$ cat src/rtl/contador_ud_param.sv
// ============================================================================
// Module   : contador_ud_param
// Purpose  : Up/down modulo counter stepped by an internal prescaler tick,
//            with synchronous load and a one-clk terminal-count pulse.
//            Define CONTADOR_SAT_EN to saturate at the bounds instead of wrapping.
// Revision : 1.0 - initial release
// ============================================================================
`default_nettype none

module contador_ud_param #(
    parameter int WIDTH  = 4,
    parameter int MODULO = 16,
    parameter int DIV    = 25000000
) (
    input  logic             clk,
    input  logic             rst_n,
    input  logic             en,
    input  logic             rev,
    input  logic             load,
    input  logic [WIDTH-1:0] load_val,
    output logic [WIDTH-1:0] out,
    output logic             tick,
    output logic             tc
);

    localparam int               C_PW       = (DIV > 1) ? $clog2(DIV) : 1;
    localparam logic [C_PW-1:0]  C_PRE_LAST = C_PW'(DIV - 1);
    localparam logic [WIDTH-1:0] C_TOP      = WIDTH'(MODULO - 1);

    logic [C_PW-1:0]  r_pre;
    logic [WIDTH-1:0] r_out;
    logic             r_tick;
    logic             r_tc;

    logic             w_pre_last;
    logic             w_load_ok;
    logic             w_wrap;
    logic [WIDTH-1:0] w_next;

    assign w_pre_last = (r_pre == C_PRE_LAST);
    // Compare at 32 bits so that MODULO == 2**WIDTH accepts every load value.
    assign w_load_ok  = (32'(load_val) < 32'(MODULO));

    always_comb begin
        w_next = r_out;
        w_wrap = 1'b0;
        if (rev) begin
            if (r_out == C_TOP) begin
                w_wrap = 1'b1;
`ifdef CONTADOR_SAT_EN
                w_next = C_TOP;
`else
                w_next = '0;
`endif
            end else begin
                w_next = r_out + WIDTH'(1);
            end
        end else begin
            if (r_out == '0) begin
                w_wrap = 1'b1;
`ifdef CONTADOR_SAT_EN
                w_next = '0;
`else
                w_next = C_TOP;
`endif
            end else begin
                w_next = r_out - WIDTH'(1);
            end
        end
    end

    always_ff @(posedge clk or negedge rst_n) begin
        if (!rst_n) begin
            r_pre  <= '0;
            r_out  <= '0;
            r_tick <= 1'b0;
            r_tc   <= 1'b0;
        end else if (load) begin
            // Load restarts the prescaler, so any pending tick is dropped.
            r_out  <= w_load_ok ? load_val : '0;
            r_pre  <= '0;
            r_tick <= 1'b0;
            r_tc   <= 1'b0;
        end else begin
            r_pre  <= w_pre_last ? '0 : r_pre + C_PW'(1);
            r_tick <= w_pre_last;
            r_tc   <= 1'b0;
            if (r_tick && en) begin
                r_out <= w_next;
                r_tc  <= w_wrap;
            end
        end
    end

    assign out  = r_out;
    assign tick = r_tick;
    assign tc   = r_tc;

endmodule

`default_nettype wire
$ cat config.mk
export PLATFORM = sky130hd
export DESIGN_NAME = contador_ud_param
export DESIGN_NICKNAME = d
export VERILOG_FILES = /design/src/rtl/contador_ud_param.sv
export SDC_FILE = /design/constraint.sdc
export NUM_CORES = 1
export LEC_CHECK = 0
export CELL_PAD_IN_SITES_DETAIL_PLACEMENT = 1
export CELL_PAD_IN_SITES_GLOBAL_PLACEMENT = 2
export CORE_UTILIZATION = 39
export CTS_CLUSTER_DIAMETER = 50
export CTS_CLUSTER_SIZE = 28
export DETAILED_ROUTE_END_ITERATION = 7
export PLACE_DENSITY_LB_ADDON = 0.1
export SETUP_SLACK_MARGIN = 0.05
export SKIP_CTS_REPAIR_TIMING = 1
export SYNTH_ARGS = -nofsm -noshare
export SYNTH_HDL_FRONTEND = slang
export SYNTH_SLANG_ARGS = --single-unit
$ cat constraint.sdc
create_clock -name clk -period 2.9 [get_ports clk]
set_input_delay 0.435 -clock clk [delete_from_list [all_inputs] [get_ports clk]]
set_output_delay 0.435 -clock clk [all_outputs]
set_load 0.05 [all_outputs]
* Word-level counts from Yosys, hierarchy flattened *
Index checks and enable logic that the tools add are counted.
Widths: inputs -> output; s select.

operators by class
  add/sub/neg operators = 3
  mux-type cells = 13
  reduce and logical (&&, ||, !) cells = 3
  eq/ne operators = 2

operator list
  operator               number
  $mux 25                2
  $add 25x1->25 const B  1
  $eq 25x25->1 const B   1
  $mux 4                 5
  $mux 1                 6
  $add 4x1->4 const B    1
  $eq 4x4->1 const B     1
  $logic_not 4->1        1
  $sub 4x1->4 const B    1
  $reduce_bool 2->1      1
  $logic_and 1x1->1      1

storage, ports and cells
  register bits after elaboration = 31
  bits of input ports = 9
  output and inout port bits = 6

* Longest topological paths before layout *
  depth after elaboration = 5
  gate-level depth with buffers = 6
  mapped depth without buffers = 6

* Worst setup path after synthesis *
No wires, ideal clock.

  path kind = register to register
  start point = reg r_out[0] (netlist: out[0])
  end point = reg r_out[0] (netlist: out[0])
  data required time = 2.817 ns
  cell stages (with the launch flop) = 7
  data arrival time = 1.868 ns
  slack = 0.950 ns
  path buffers = 0
  cell sequence = dfrtp_1 inv_1 ha_1 or3b_2 a221oi_1 a21oi_1 o21ai_0

on the way
  word-level cells in the longest chain between the ends = 5
  elaborated cells on any way between the ends = 9

RTL lines
  element                              RTL line  text
  start, declared                      31        logic [WIDTH-1:0] r_out;
  start signal, assigned               80        r_out <= w_load_ok ? load_val : '0;
  start signal, assigned               89        r_out <= w_next;
  $sub 4x1->4 (tied with other cells)  67        w_next = r_out - WIDTH'(1);
  $mux 4 (on tied branches)            59, 48
  $mux 4 (*)                           47        if (rev) begin
  $mux 4 (*)                           88        if (r_tick && en) begin
  $mux 4 (*)                           78        end else if (load) begin

Every way passes the cells marked *; elsewhere a longest branch is shown, timed or not. The select of a mux whose other input is x is not followed.
A chain may end at the register's enable or synchronous reset.

* Worst setup path in the final report *
  start point = reg r_out[3] (netlist: out[3])
  end point = out out[3]

RTL lines
  element        RTL line  text
  end, declared  21        output logic [WIDTH-1:0] out,

No word-level cell between the ends.

==> summary.md <==
| Metric | Value |
|---|---|
| Adder-cell share of the synthesized area | `2.19%` |
| Worst slew pin tran | `0.522 ns` |
| Num CTS Buffers | `5` |
| Critical path class | `flip-flop to output port` |
| Largest net degree at the start of global routing | `32` |
| Post-synthesis xor/xnor area fraction | `6.64%` |
| CP endpoint kind | `output port` |
| TritonCTS Sinks | `31` |
| CP delay by family, top | `buffers and inverters` |
| Die width | `68.3 um` |
| Max Cap Violations | `0` |
| DR WL/cell | `around 17 um` |
| Tcrit/Tclk final | `72.3%` |
| Hold endpoint | `r_pre[0]` |
| Crit-path slowest cell | `clkdlybuf4s50_1` |
| Routed Antenna Nets | `0` |
| Total core area | `slightly above 0.004 mm2` |
| FF-to-FF setup slack | `between 0.9 and 1 ns` |
| DRC | `0` |
| Slew HR | `65.1%` |
| Netlist Area Pre-Place | `between 0.0015 and 0.002 mm2` |
| Drt total wl | `4150 um` |
| Largest family of logic cells by synthesized area | `simple AND/OR/NAND/NOR gates` |
| Initial drt markers | `31` |
| DP HPWL | `3000 um` |
| Top-area cell type share of the netlist area | `45.2%` |
| H-tree depth | `2` |
| Element type at the critical path start | `flip-flop` |
| Clock Tree Buf Depth | `2` |
| Area contributors post-synth | `dfrtp_1, xor2_1, a21oi_1, o21ai_0, nor2_1` |
| Buf/Inv on CP | `1` |
| Placer Congestion | `0.777` |
| Root buf cell | `clkbuf_8` |
| EDFF count, synth | `0` |
| Power density over the cells | `465 mW/mm2` |
| Layout Nets | `208` |
| Vias/cell | `roughly 5.8` |
| Synth area leader | `dfrtp_1` |
| Worst hold path class | `flip-flop to flip-flop` |
| Ys async rst share | `100%` |
| Worst Path Required | `about 2.5 ns` |
| Maximum vdd ir drop | `0.243 mV` |
| Placement Setup Slack | `slightly above 0.8 ns` |
| First-pass GRT wire length | `7250 um` |
| # diodes | `0` |
| Fin Clk Skew | `0.00668 ns` |
| Synth Flop Type | `dfrtp_1` |
| Register area share after synthesis | `45.2%` |
| Max Freq | `about 480 MHz` |
| Period minus WS final | `2.10 ns` |
| Die footprint | `0.00467 mm2` |
| FF-to-FF Start | `r_pre[0]` |
| Setup-failing EPs final | `0` |
| CTS tree | `done` |
| GRT Overall Usage | `21.0%` |
| Yosys Warn Count | `0` |
| Layout cells sized above 1 | `under 10%` |
| CP max FO | `9` |
| Layout filler cell count | `473` |
| Syn avg cell area | `9.69 um2` |
| Vias | `1430` |
| Power Total | `931 uW` |
| RSZ-0062 raised after global routing | `false` |
| Vias in the first global route | `1522` |
| Critical Path AT | `1.66 ns` |
| Worst-Skew Late Latency | `0.28 ns` |
| Worst path cell trace | `clkdlybuf4s50_1` |
| Setup WS post-layout | `0.802 ns` |
| #FFs+latches synth | `31` |
| Starting Density | `roughly two fifths` |
| CTS clk-pin slew, worst paths | `0.06 ns` |
| Setup_tns | `0 ns` |
| # port buffers | `14` |
| Synth Instances | `177` |
| Synth cell types | `37` |
| Gr ovfl total | `0` |
| Hold Path Depth | `1` |
| Post-Synth Simple-Gate Area | `roughly 27%` |
| Standard-cell rows | `23` |
| DRT Pass-1 Iters | `4` |
| CP peak stage delay | `0.88 ns` |
| Syn nets | `189` |
| Final Hold Fails | `0` |
| P&R area growth vs syn | `16.8%` |
| Initial antenna violation count | `0` |
| I/O pins | `15` |
| Outcome | `finished, final reports clean` |
| Multiplexer share of the synthesized area | `0.584%` |
| Final Max Tran Viols | `0` |
| Height of the chip | `68.3 um` |
| Leak | `slightly above 0.8 nW` |
| Reg2reg end | `r_pre[22]` |
| Worst R2R Path Depth | `5` |
| Hold path start | `r_pre[0]` |
| Compound-Gate Fraction of Synth Area | `between 10% and 20%` |
-- metrics by stage --
stage | std cells | utilization (%) | hold slack, ns | area [um2]
finish | 247 | 48.7 | 0.489 | 2000
global route | 247 | 48.7 | 0.507 | 2000
CTS | 247 | 48.7 | 0.491 | 2000
detailed placement | 239 | 46.2 | 0.482 | 1900
global placement | 239 | 46.2 | 0.458 | 1900
floorplan | 177 | - | 0.139 | 1720
-- metal layers --
layer  vias up  GRT usage [%]  part of all wire (%)  wire [um]
li1        691              -                     -          -
met1       716           26.5                    48       1980
met2        17           35.4                    49       2030
met3         6           4.50                   2.1         86
met4         0           6.25                   1.3         52
met5         -              0                     0          0
-- cell type report --
cell class	count	area (um2)	area share (%)
multi-input combinational	134	876	43.7
clock buffer	8	100	5.00
timing repair buffer	17	163	8.12
tap	50	62.6	3.12
inverter	7	26.3	1.31
sequential	31	776	38.7
-- Yosys cell counts (all sizes together) (3+ instances only) --
cell type   n
or3         8
o21ai      13
nor2       16
inv         7
dfrtp      31
nand3       7
xor2        9
ha          3
and3        3
xnor2       4
buf         3
o31ai       5
a21oi      15
nand2      11
and4        6
nand4      11
or4         6
-- worst max path at each step --
stage / startpoint / end / slack [ns] / cells after the start
finish: out[3] / out[3] / 0.80 / 1
global route: out[0] / out[0] / 0.76 / 1
CTS: out[3] / out[3] / 0.79 / 1
detailed placement: rev / out[0] / 0.82 / 5
global placement: rev / out[0] / 0.84 / 5
floorplan: out[0] / out[0] / 0.95 / 6
-- flip-flops by register name (all words and copies together), names as in the netlist --
signal	cells
tc	1
tick	1
r_pre	25
out	4
-- layout by cell type, fill, tap and decap left out, drive strengths merged, types with 7 or more instances in the layout --
cell type,count
nand4,11
or3,8
nor2,16
inv,7
clkbuf,8
dfrtp,31
o21ai,13
a21oi,15
clkdlybuf4s50,14
nand3,7
nand2,11
xor2,9
-- kinds of logic (layout without fill, tap and decap cells) --
kind of cell / after synthesis / count (layout)
compound gates: 40 / 40
xor+xnor: 13 / 13
fa+ha+maj: 3 / 3
buf+inv: 12 / 32
flops: 31 / 31
mux: 1 / 1
simple gates: 77 / 77
-- report_power, final --
group	leakage, nW	switching [mW]	internal [mW]
sequential	0.424	0.0140	0.441
combinational	0.352	0.0581	0.0392
clock	0.0515	0.163	0.217
total	0.827	0.235	0.696
No activity file was read; power rests on OpenSTA's default activity.
